==> src/rtl/fu_pkg.sv <==
`default_nettype none
// ============================================================================
//  Module      : fu_pkg
//  Description : Shared constants for the functional-unit writeback path:
//                FU indices, write_sel encoding, default widths and
//                pipeline depth figures.
//  Revision    : 1.0 - initial release
// ============================================================================
package fu_pkg;

  // Default sizing
  localparam int NUM_FU_DEF = 5;
  localparam int XLEN_DEF   = 32;
  localparam int RD_W       = 5;
  localparam int NUM_REGS   = 32;

  // FU indices
  localparam int FU_ALU  = 0;
  localparam int FU_MEM  = 1;
  localparam int FU_MUL  = 2;
  localparam int FU_DIV  = 3;
  localparam int FU_JUMP = 4;

  // write_sel: 0 means no writeback, otherwise FU index + 1
  localparam logic [2:0] WSEL_NONE = 3'd0;

  // Pipeline depth: one result slot per FU, then one output register
  localparam int SLOT_DEPTH     = 1;
  localparam int WB_MIN_LATENCY = 2;

  function automatic logic [2:0] wsel_of(input int idx);
    return 3'(idx + 1);
  endfunction

endpackage
`default_nettype wire

==> src/rtl/rr_arbiter.sv <==
`default_nettype none
// ============================================================================
//  Module      : rr_arbiter
//  Description : Combinational round-robin arbiter. Searches upward from
//                last_grant+1 (wrapping) and returns a one-hot grant.
//                The pointer register is owned by the instantiating block.
//  Revision    : 1.0 - initial release
// ============================================================================
module rr_arbiter
  import fu_pkg::*;
#(
  parameter int NUM_REQ = NUM_FU_DEF,
  parameter int PTR_W   = (NUM_REQ > 1) ? $clog2(NUM_REQ) : 1
) (
  input  logic [NUM_REQ-1:0] req,
  input  logic [PTR_W-1:0]   last_grant,
  output logic [NUM_REQ-1:0] grant
);

  logic w_found;

  // Two passes: first the requesters above the pointer, then the wrap-around
  // part from index 0 up to and including the pointer.
  always_comb begin
    grant   = '0;
    w_found = 1'b0;
    for (int j = 0; j < NUM_REQ; j++) begin
      if (!w_found && req[j] && (PTR_W'(j) > last_grant)) begin
        grant[j] = 1'b1;
        w_found  = 1'b1;
      end
    end
    for (int j = 0; j < NUM_REQ; j++) begin
      if (!w_found && req[j] && (PTR_W'(j) <= last_grant)) begin
        grant[j] = 1'b1;
        w_found  = 1'b1;
      end
    end
  end

endmodule
`default_nettype wire

==> src/rtl/wb_arbiter.sv <==
`default_nettype none
// ============================================================================
//  Module      : wb_arbiter
//  Description : Writeback arbiter. One result slot per FU, round-robin grant
//                of the single register-file write port, registered output
//                stage and a pending-destination mask for hazard detection.
//  Revision    : 1.0 - initial release
// ============================================================================
module wb_arbiter
  import fu_pkg::*;
#(
  parameter int NUM_FU = NUM_FU_DEF,
  parameter int XLEN   = XLEN_DEF
) (
  input  logic                   clk,
  input  logic                   rst,
  input  logic [NUM_FU-1:0]      fu_done,
  input  logic [NUM_FU-1:0]      fu_wen,
  input  logic [NUM_FU*5-1:0]    fu_rd,
  input  logic [NUM_FU*XLEN-1:0] fu_data,
  output logic [NUM_FU-1:0]      fu_ready,
  output logic                   reg_write,
  output logic [4:0]             rd_ctrl,
  output logic [XLEN-1:0]        wb_data,
  output logic [2:0]             write_sel,
  output logic [31:0]            rd_pending
);

  localparam int PTR_W = (NUM_FU > 1) ? $clog2(NUM_FU) : 1;

  logic [NUM_FU-1:0] r_slot_valid;
  logic [4:0]        r_slot_rd   [NUM_FU];
  logic [XLEN-1:0]   r_slot_data [NUM_FU];
  logic [PTR_W-1:0]  r_last_grant;

  logic              r_reg_write;
  logic [4:0]        r_rd_ctrl;
  logic [XLEN-1:0]   r_wb_data;
  logic [2:0]        r_write_sel;

  logic [NUM_FU-1:0] w_grant;
  logic [NUM_FU-1:0] w_load;
  logic [PTR_W-1:0]  w_gidx;
  logic              w_any_grant;
  logic [31:0]       w_pending;

  rr_arbiter #(
    .NUM_REQ (NUM_FU),
    .PTR_W   (PTR_W)
  ) u_rr (
    .req        (r_slot_valid),
    .last_grant (r_last_grant),
    .grant      (w_grant)
  );

  // A slot being drained this cycle can take a new result in the same cycle.
  assign fu_ready    = ~r_slot_valid | w_grant;
  assign w_any_grant = |w_grant;

  // Results with no register destination are accepted but never occupy a slot.
  always_comb begin
    w_load = '0;
    for (int i = 0; i < NUM_FU; i++) begin
      w_load[i] = fu_done[i] & fu_ready[i] & fu_wen[i] & (|fu_rd[5*i +: 5]);
    end
  end

  // One-hot grant to index for the output mux and the pointer.
  always_comb begin
    w_gidx = '0;
    for (int j = 0; j < NUM_FU; j++) begin
      if (w_grant[j]) w_gidx = PTR_W'(j);
    end
  end

  // Slot storage: refill takes priority over clear so grant+refill keeps it valid.
  always_ff @(posedge clk) begin
    if (rst) begin
      r_slot_valid <= '0;
      for (int i = 0; i < NUM_FU; i++) begin
        r_slot_rd[i]   <= '0;
        r_slot_data[i] <= '0;
      end
    end else begin
      for (int i = 0; i < NUM_FU; i++) begin
        if (w_load[i]) begin
          r_slot_valid[i] <= 1'b1;
          r_slot_rd[i]    <= fu_rd[5*i +: 5];
          r_slot_data[i]  <= fu_data[XLEN*i +: XLEN];
        end else if (w_grant[i]) begin
          r_slot_valid[i] <= 1'b0;
        end
      end
    end
  end

  // Output stage and round-robin pointer; wb_data holds across idle cycles.
  always_ff @(posedge clk) begin
    if (rst) begin
      r_reg_write  <= 1'b0;
      r_rd_ctrl    <= '0;
      r_wb_data    <= '0;
      r_write_sel  <= WSEL_NONE;
      r_last_grant <= PTR_W'(NUM_FU - 1);
    end else if (w_any_grant) begin
      r_reg_write  <= 1'b1;
      r_rd_ctrl    <= r_slot_rd[w_gidx];
      r_wb_data    <= r_slot_data[w_gidx];
      r_write_sel  <= wsel_of(int'(w_gidx));
      r_last_grant <= w_gidx;
    end else begin
      r_reg_write  <= 1'b0;
      r_rd_ctrl    <= '0;
      r_write_sel  <= WSEL_NONE;
    end
  end

  // Destinations still owed to the register file: held slots plus output stage.
  always_comb begin
    w_pending = '0;
    for (int i = 0; i < NUM_FU; i++) begin
      if (r_slot_valid[i]) w_pending[r_slot_rd[i]] = 1'b1;
    end
    if (r_reg_write) w_pending[r_rd_ctrl] = 1'b1;
    w_pending[0] = 1'b0;
  end

  assign rd_pending = w_pending;
  assign reg_write  = r_reg_write;
  assign rd_ctrl    = r_rd_ctrl;
  assign wb_data    = r_wb_data;
  assign write_sel  = r_write_sel;

endmodule
`default_nettype wire

==> config.mk <==
export PLATFORM = sky130hd
export DESIGN_NAME = wb_arbiter
export DESIGN_NICKNAME = d
export VERILOG_FILES = /design/src/rtl/fu_pkg.sv /design/src/rtl/rr_arbiter.sv /design/src/rtl/wb_arbiter.sv
export SDC_FILE = /design/constraint.sdc
export NUM_CORES = 1
export LEC_CHECK = 0
export CELL_PAD_IN_SITES_DETAIL_PLACEMENT = 0
export CELL_PAD_IN_SITES_GLOBAL_PLACEMENT = 1
export CORE_ASPECT_RATIO = 0.7
export CORE_MARGIN = 2
export CORE_UTILIZATION = 42
export DETAILED_ROUTE_END_ITERATION = 10
export PLACE_DENSITY = 0.95
export SETUP_SLACK_MARGIN = 0.2
export SYNTH_ARGS = -nofsm -noshare
export SYNTH_HDL_FRONTEND = slang
export SYNTH_SLANG_ARGS = --single-unit
==> constraint.sdc <==
create_clock -name clk -period 6.4 [get_ports clk]
set_input_delay 0.96 -clock clk [delete_from_list [all_inputs] [get_ports clk]]
set_output_delay 0.96 -clock clk [all_outputs]
set_load 0.02 [all_outputs]
==> flow_metrics.py, run 1 <==
metrics = {
    "timing": {
        "fin_crit_ns": 3.92,
        "hold_viol": 0,
        "fin_tns_setup_ns": 0,
        "setup_viol": 0,
        "period_share_pct": 61.2,
        "fin_ws_ns": 2.48,
        "tightest_slew_ns": 1.23,
        "grt_setup_unrepaired": "no",
        "fmax_ghz": 0.255,
        "fin_skew_ns": 0.0100,
        "maxSlewHeadroom_pct": 18.2,
        "slew_viol_final": 0,
    },
    "floorplan": {
        "num_rows": 50,
        "io-pin-count": 275,
        "coreArea_sq_um": 26700,
        "die_h_microns": 142,
        "die_width_microns": 201,
        "start_util_pct": 42.7,
        "die-area_sq_um": 28500,
    },
    "critical_path": {
        "r2r_setup_slack_ns": 2.65,
        "critPathLaunch": "r_slot_valid[4]$_SDFFE_PP0P_",
        "startpoint_type": "flop",
        "crit_type": "flop to output pin",
        "cp.required_ns": 5.44,
        "critPathCaptureType": "output pin",
        "cp_max_fo": 13,
        "arrival_ns": 2.96,
        "r2r_start": "r_last_grant[0]$_SDFFE_PP0N_",
    },
    "synthesis": {
        "ys_warn_count": 0,
        "ys.flop_type": "edfxtp_1",
        "ys_seq_area_share_pct": 57.3,
        "ys_ff_latch": 234,
        "synthDistinctLibCells": 55,
        "mappedNetlistArea_sq_um": 11400,
        "post-synth-top-count-cell": "and2_1",
        "synth-edff-count": 185,
        "post_synth_inst_count": 965,
        "synth_common_cells": "and2_1, edfxtp_1, o22ai_1, nor2_1, dfxtp_1",
        "synth_top_area_cell": "edfxtp_1",
        "synthDominantCellAreaShare_pct": 48.7,
        "ys_async_sr_fraction_pct": 0,
        "syn_nets": 1163,
        "yosys-top-cells-area": "edfxtp_1, and2_1, dfxtp_1",
        "avgSynthCellArea_sq_um": 11.8,
    },
    "layout": {
        "register_area_sq_um": 6540,
        "syn_to_final_growth_pct": 31.3,
        "final_util_pct": 56.1,
        "multi_input_area_sq_um": 4390,
        "fill_cells": 2201,
        "final_cell_area_sq_um": 15000,
        "drive_gt1_share_pct": 6.27,
        "fin_nets": 1393,
    },
    "drt": {
        "vias": 9315,
        "ant_nets": 0,
        "route.detailed.drc": 0,
        "post_drt_via_cell_ratio": 5.90,
        "finalWirelength_microns": 38100,
        "drtPass1Iterations": 5,
        "avgRoutedWirePerCell_microns": 24.2,
        "drtIter0Drc": 1316,
    },
    "power_and_ir_drop": {
        "power.density_nw_per_um2": 276,
        "peakVddDrop_mv": 0.152,
        "p_leak_nw": 5.35,
    },
    "cts": {
        "cts_hold_buffers": 0,
        "numCtsBuffers": 23,
        "post-cts-setup-buffers": 0,
        "worstSkewPairLatency_ns": 0.52,
        "clockBufferDepth": 3,
        "cts_sinks": 234,
        "clk_pin_slew_ns": 0.07,
        "ctsRootBufferMaster": "clkbuf_16",
        "cts.htree.levels": 1,
        "post_cts_resized": 0,
        "cts_tree": "built",
    },
    "job": {
        "max_cap_viol_count": 0,
    },
    "global_route": {
        "grt_overflow_total": 0,
        "grt_pass1_wl_microns": 54700,
        "grt_max_degree": 160,
        "antenna_found_initial": 3,
        "grt_use_total_pct": 25.5,
        "first_global_vias": 8636,
    },
    "placed_design": {
        "placed_cell_area_sq_um": 14200,
        "portBuffers": 273,
        "detailed_place_hpwl_microns": 26800,
        "place_ws_ns": 2.16,
        "gp_congestion": 0.979,
    },
    "hold_path": {
        "hp-start": "r_slot_data[4][3]$_SDFFCE_PN0P_",
        "hold_class": "flop to flop",
    },
    "outcome": {
        "status": "completed",
    },
}
-- cells in the final DEF, fill, tap and decap left out, drive strengths merged, types with 13 or more instances in the layout --
cell / count
nor2: 51
mux2i: 37
nand3b: 28
a221o: 32
and2: 190
nand2: 21
a211oi: 33
a21oi: 14
o221ai: 30
o22ai: 93
or3b: 13
clkbuf: 33
dfxtp: 49
nand3: 17
edfxtp: 185
clkdlybuf4s50: 273
-- registers in the layout, indices dropped and copies added (netlist names) --
register / count
wb_data: 32
rd_ctrl: 5
write_sel: 3
r_slot_data: 160
r_last_grant: 3
r_slot_rd: 25
r_slot_valid: 5
reg_write: 1
-- stage by stage --
stage                     std cells  hold slack [ns]  total power, mW
after detailed placement       1534            0.457             2.79
after CTS                      1576            0.475             4.12
after global placement         1534            0.451             2.76
final                          1579            0.474             4.13
after global routing           1578            0.488             4.25
after floorplan                 965            0.449             2.40
-- worst max-delay path, cell delays in order, from the launching register on --
cell	delay [ns]
dfxtp_1	0.57
inv_1	0.20
or3_1	0.65
o22ai_1	0.20
nor2_1	0.07
o221ai_1	0.10
clkdlybuf4s50_1	0.66
-- power breakdown --
group / switching, mW / internal (mW)
combinational: 0.444 / 0.372
sequential: 0.120 / 1.84
clock: 0.576 / 0.785
-- layer usage --
metal / routed length (microns) / track usage (%) / share of wire (%) / vias up
met5: 0 / 0 / 0 / -
met4: 1200 / 8.23 / 3.1 / 0
met3: 4080 / 5.79 / 11 / 88
met2: 15500 / 33.7 / 41 / 565
met1: 17400 / 40.5 / 46 / 4485
li1: - / - / - / 4177
-- final timing paths --
check | endpoint | depth (start not counted)
hold / removal | wb_data[3]$_SDFFE_PP0N_ | 1
setup reg to reg | r_slot_data[0][25]$_SDFFCE_PN0P_ | 7
setup / recovery | rd_pending[16] | 6
hold reg to reg | wb_data[3]$_SDFFE_PP0N_ | 1
-- cells by family after synthesis --
kind of cell / Yosys count / synth area share [%]
other: 1 / 0.0329
AND/OR/NAND/NOR: 367 / 19.0
XOR/XNOR: 1 / 0.0768
buffers and inverters: 86 / 4.38
flip-flops: 234 / 57.3
adder cells (fa/ha/maj): 1 / 0.110
multiplexers: 37 / 3.25
AO/OA/AOI/OAI: 238 / 15.8
-- layout make-up --
class,count,share of cell area [%]
flip-flops and latches,234,43.6
multi-input cells,645,29.3
repair buffers,283,18.7
clock buffers,33,4.29
well taps,364,3.04
clock inverters,9,0.702
inverters,8,0.200
diodes,3,0.0501
Power figures use the tool's default switching activity.
==> run 2: changes to the inputs <==
--- a/config.mk
+++ b/config.mk
@@ -9,9 +9,9 @@
 export CELL_PAD_IN_SITES_GLOBAL_PLACEMENT = 1
 export CORE_ASPECT_RATIO = 0.7
 export CORE_MARGIN = 2
-export CORE_UTILIZATION = 42
+export CORE_UTILIZATION = 39
 export DETAILED_ROUTE_END_ITERATION = 10
-export PLACE_DENSITY = 0.95
+export PLACE_DENSITY = 0.91
 export SETUP_SLACK_MARGIN = 0.2
 export SYNTH_ARGS = -nofsm -noshare
 export SYNTH_HDL_FRONTEND = slang
==> constraint.sdc (replaced) <==
create_clock -name clk -period 4.05 [get_ports clk]
set_input_delay 0.6075 -clock clk [delete_from_list [all_inputs] [get_ports clk]]
set_output_delay 0.6075 -clock clk [all_outputs]
set_load 0.02 [all_outputs]
==> run 2 against run 1 <==
Via count grew 0.32%. Combinational power increased by 61%. Critical endpoint is now rd_pending[4]. Sequential power is 58% higher. Sequential cell count stayed put. Register-to-register slack worse by 1.8 ns. Sequential share of layout area fell by 0.15 points. Die area grew 7.5%. Design area grew 0.34%. Clock skew up 0.0062 ns. Worst setup slack worse by 2.0 ns. Highest routed layer is now met5. Largest power group unchanged.
==> flow_metrics.py, run 2 (synthesis gave the netlist of run 1 again) <==
metrics = {
    "timing": {
        "period_share_pct": 89.0,
        "fin_ws_ns": 0.447,
        "grt_setup_unrepaired": "no",
        "setup_viol": 0,
        "fin_crit_ns": 3.60,
        "hold_viol": 0,
        "fin_skew_ns": 0.0162,
        "fmax_ghz": 0.278,
        "fin_tns_setup_ns": 0,
        "maxSlewHeadroom_pct": 32.1,
        "holdWs_ns": 0.472,
        "tightest_slew_ns": 1.01,
        "slew_viol_final": 0,
    },
    "hold_path": {
        "hold_depth": 1,
        "hold_class": "flop to flop",
    },
    "floorplan": {
        "start_util_pct": 39.6,
        "die_width_microns": 208,
        "die_h_microns": 147,
        "coreArea_sq_um": 28800,
        "num_rows": 52,
        "die-area_sq_um": 30700,
        "io-pin-count": 275,
    },
    "cts": {
        "post_cts_resized": 0,
        "worstSkewPairLatency_ns": 0.52,
        "cts_hold_buffers": 0,
        "cts_tree": "built",
        "cts.htree.levels": 1,
        "clk_pin_slew_ns": 0.07,
        "post-cts-setup-buffers": 0,
        "cts_sinks": 234,
        "clockBufferDepth": 3,
        "numCtsBuffers": 22,
        "ctsRootBufferMaster": "clkbuf_16",
    },
    "global_route": {
        "grt_pass1_wl_microns": 56100,
        "grt_overflow_total": 0,
        "grt_max_degree": 151,
        "antenna_found_initial": 6,
        "grt_use_total_pct": 24.3,
        "first_global_vias": 8823,
    },
    "layout": {
        "final_cell_area_sq_um": 15000,
        "layout_common_cells": "clkdlybuf4s50_1, and2_1, edfxtp_1",
        "final_common_cell": "clkdlybuf4s50_1",
        "syn_to_final_growth_pct": 31.8,
        "fin_nets": 1398,
        "drive_gt1_share_pct": 6.67,
        "top_register": "r_slot_data",
        "largest_reg_flops": 160,
    },
    "drt": {
        "finalWirelength_microns": 38800,
        "avgRoutedWirePerCell_microns": 24.3,
        "route.detailed.drc": 0,
        "drtPass1Iterations": 5,
        "ant_nets": 0,
        "vias": 9345,
        "post_drt_via_cell_ratio": 5.85,
        "drtIter0Drc": 1120,
    },
    "placed_design": {
        "gp_congestion": 0.920,
        "placed_cell_area_sq_um": 14300,
        "place_ws_ns": 0.845,
        "portBuffers": 273,
        "detailed_place_hpwl_microns": 27000,
    },
    "power_and_ir_drop": {
        "p_leak_nw": 5.36,
        "power.density_nw_per_um2": 428,
        "peakVddDrop_mv": 0.302,
    },
    "critical_path": {
        "cp.required_ns": 3.44,
        "startpoint_type": "flop",
        "r2r_cells": 7,
        "cp_max_fo": 13,
        "arrival_ns": 3.00,
        "critPathCaptureType": "output pin",
        "crit_type": "flop to output pin",
    },
    "job": {
        "max_cap_viol_count": 0,
    },
    "outcome": {
        "status": "completed",
    },
}
## run 2: changes by cell type in the layout (fill, tap and decap cells not counted), sizes merged
cell | previous run | this run
buf | 10 | 16
inv | 11 | 8
bufinv | 2 | 0
diode | 3 | 5
clkinv | 4 | 5
clkinvlp | 0 | 1
## run 2: worst max-delay path: stages (launching register included)
cell,delay (ns)
dfxtp_1,0.61
inv_1,0.24
or3_1,0.61
o22ai_1,0.20
nor2_1,0.06
o221ai_1,0.10
clkdlybuf4s50_1,0.66
## run 2: layout make-up
| class | instances | area, sq um |
|---|---|---|
| clock inverter | 6 | 30.0 |
| tap | 378 | 473 |
| antenna | 5 | 12.5 |
| clock buffer | 33 | 663 |
| inverter | 8 | 30.0 |
| sequential | 234 | 6540 |
| fill | 2508 | 13800 |
| timing repair buffer | 289 | 2890 |
| multi-input combinational | 645 | 4400 |
## run 2: routing by layer
layer	wire length [microns]	track usage, %
met1	17900	38.3
met2	15800	33.2
met5	27	0
met3	3960	4.77
met4	1090	7.30
## run 2: per-stage QoR
step	std cells	util, %	power [mW]
final	1598	52.1	6.43
after detailed placement	1554	49.7	4.42
after CTS	1593	52.1	6.43
after global placement	1554	49.7	4.39
after global routing	1597	52.1	6.63
after floorplan	965	-	3.80
## run 2: power by group
group          internal (mW)  switching, mW  total, mW  leakage (nW)
logic                  0.604          0.707       1.31          2.69
clock network           1.13          0.896       2.03         0.340
registers               2.90          0.190       3.09          2.33
## run 2: final timing paths
kind	startpoint	to	slack, ns
hold reg to reg	r_slot_data[4][6]$_SDFFCE_PN0P_	wb_data[6]$_SDFFE_PP0N_	0.47
hold / removal	r_slot_data[4][6]$_SDFFCE_PN0P_	wb_data[6]$_SDFFE_PP0N_	0.47
setup / recovery	r_slot_valid[4]$_SDFFE_PP0P_	rd_pending[4]	0.45
setup reg to reg	r_slot_valid[4]$_SDFFE_PP0P_	wb_data[19]$_SDFFE_PP0N_	0.86
==> run 3: changes to the inputs <==
--- a/config.mk
+++ b/config.mk
@@ -7,7 +7,6 @@
 export LEC_CHECK = 0
 export CELL_PAD_IN_SITES_DETAIL_PLACEMENT = 0
 export CELL_PAD_IN_SITES_GLOBAL_PLACEMENT = 1
-export CORE_ASPECT_RATIO = 0.7
 export CORE_MARGIN = 2
 export CORE_UTILIZATION = 39
 export DETAILED_ROUTE_END_ITERATION = 10
==> run 3 against run 2 <==
Cell count up 0.75%. Clock skew rose by 0.00054 ns. Register-to-register slack improved by 0.05 ns. Non-clock buffer count is 2 higher. Via count is 1.6% lower. First-iteration DRC count down 2.0%. Design area up 1.4%. Count of clock-buffer cells in the layout fell by 2.
==> flow_metrics.py, run 3 (synthesis gave the netlist of run 1 again) <==
metrics = {
    "cts": {
        "cts_sinks": 234,
        "clockBufferDepth": 3,
        "numCtsBuffers": 26,
        "cts_hold_buffers": 0,
        "ctsRootBufferMaster": "clkbuf_16",
        "cts.htree.levels": 1,
        "post-cts-setup-buffers": 0,
        "cts_tree": "built",
        "worstSkewPairLatency_ns": 0.53,
        "post_cts_resized": 0,
        "clk_pin_slew_ns": 0.06,
    },
    "critical_path": {
        "cp.required_ns": 3.44,
        "r2r_end": "r_slot_data[4][7]$_SDFFCE_PN0P_",
        "r2r_cells": 7,
        "r2r_start": "r_slot_valid[1]$_SDFFE_PP0P_",
        "arrival_ns": 2.96,
        "critPathLaunch": "r_slot_valid[4]$_SDFFE_PP0P_",
        "startpoint_type": "flop",
        "critical_path.endpoint": "rd_pending[28]",
        "cp_max_fo": 13,
        "crit_type": "flop to output pin",
        "critPathCaptureType": "output pin",
        "r2r_setup_slack_ns": 0.91,
    },
    "floorplan": {
        "io-pin-count": 275,
        "coreArea_sq_um": 28800,
        "start_util_pct": 39.6,
        "die_width_microns": 175,
        "die-area_sq_um": 30600,
        "num_rows": 62,
        "die_h_microns": 175,
    },
    "global_route": {
        "grt_overflow_total": 0,
        "first_global_vias": 9182,
        "antenna_found_initial": 0,
        "grt_max_degree": 84,
        "grt_pass1_wl_microns": 54600,
        "grt_use_total_pct": 23.2,
    },
    "layout": {
        "final_cell_area_sq_um": 15200,
        "antenna_cells": 0,
        "final_util_pct": 53.0,
        "top_register": "r_slot_data",
        "syn_to_final_growth_pct": 33.6,
        "final_common_cell": "clkdlybuf4s50_1",
        "largest_reg_flops": 160,
        "fill_cells": 2488,
        "finalNonFillerCells": 1610,
        "fin_nets": 1404,
        "register_area_sq_um": 6540,
        "multi_input_area_sq_um": 4420,
        "drive_gt1_share_pct": 7.59,
        "layout_common_cells": "clkdlybuf4s50_1, and2_1, edfxtp_1",
    },
    "hold_path": {
        "hold_class": "flop to flop",
        "hp-start": "r_slot_data[4][24]$_SDFFCE_PN0P_",
    },
    "drt": {
        "drtPass1Iterations": 8,
        "drtIter0Drc": 1098,
        "vias": 9199,
        "avgRoutedWirePerCell_microns": 22.8,
        "post_drt_via_cell_ratio": 5.71,
        "finalWirelength_microns": 36700,
        "ant_nets": 0,
        "route.detailed.drc": 0,
    },
    "timing": {
        "period_share_pct": 88.2,
        "grt_setup_unrepaired": "no",
        "holdWs_ns": 0.467,
        "fin_skew_ns": 0.0167,
        "hold_viol": 0,
        "fmax_ghz": 0.280,
        "setup_viol": 0,
        "maxSlewHeadroom_pct": 25.1,
        "fin_tns_setup_ns": 0,
        "fin_ws_ns": 0.479,
        "slew_viol_final": 0,
        "fin_crit_ns": 3.57,
        "tightest_slew_ns": 1.12,
    },
    "job": {
        "max_cap_viol_count": 0,
    },
    "placed_design": {
        "portBuffers": 273,
        "detailed_place_hpwl_microns": 24700,
        "placed_cell_area_sq_um": 14300,
        "dp_cells": 1562,
        "place_ws_ns": 0.472,
        "gp_congestion": 0.925,
    },
    "power_and_ir_drop": {
        "peakVddDrop_mv": 0.338,
        "power.density_nw_per_um2": 447,
        "total_power_mw": 6.82,
        "p_leak_nw": 5.46,
    },
    "outcome": {
        "status": "completed",
    },
}
==> run 3: cell count changes in the layout (fill, tap and decap cells not counted), moves of 2 or more <==
cell and delta:
buf_4 +4, clkbuf_16 +3, bufinv_16 +5, clkbuf_8 -5, buf_12 -2, clkinv_2 +2
diode_2 -5
==> run 3: worst min path at each step <==
stage | endpoint | slack [ns] | cells after the start
after floorplan | wb_data[0]$_SDFFE_PP0N_ | 0.45 | 1
after global placement | wb_data[7]$_SDFFE_PP0N_ | 0.45 | 1
after detailed placement | wb_data[24]$_SDFFE_PP0N_ | 0.46 | 1
after CTS | wb_data[10]$_SDFFE_PP0N_ | 0.47 | 1
after global routing | wb_data[24]$_SDFFE_PP0N_ | 0.48 | 1
final | wb_data[24]$_SDFFE_PP0N_ | 0.47 | 1
==> run 3: worst max-delay path, stage by stage (launching register included) <==
cell             delay, ns
dfxtp_1               0.59
inv_1                 0.21
or3_1                 0.62
o22ai_1               0.19
nor2_1                0.06
o221ai_1              0.10
clkdlybuf4s50_1       0.66
==> run 3: report_power, final <==
group          internal, mW  total [mW]  switching, mW
combinational         0.602        1.25          0.653
sequential             2.90        3.10          0.196
clock                  1.50        2.46          0.958
==> run 3: layout make-up <==
| cell class | instances | area share, % |
|---|---|---|
| flip-flops and latches | 234 | 42.9 |
| well taps | 384 | 3.15 |
| repair buffers | 291 | 18.9 |
| clock buffers | 31 | 4.39 |
| multi-input cells | 645 | 29.0 |
| inverters | 8 | 0.197 |
| clock inverters | 17 | 1.49 |
==> run 3: metal layers <==
layer,GRT usage [%],vias up,part of all wire [%]
met5,0,-,0
met4,6.70,0,2.9
li1,-,4196,-
met1,30.3,4375,40
met3,5.09,82,9.5
met2,38.8,546,48
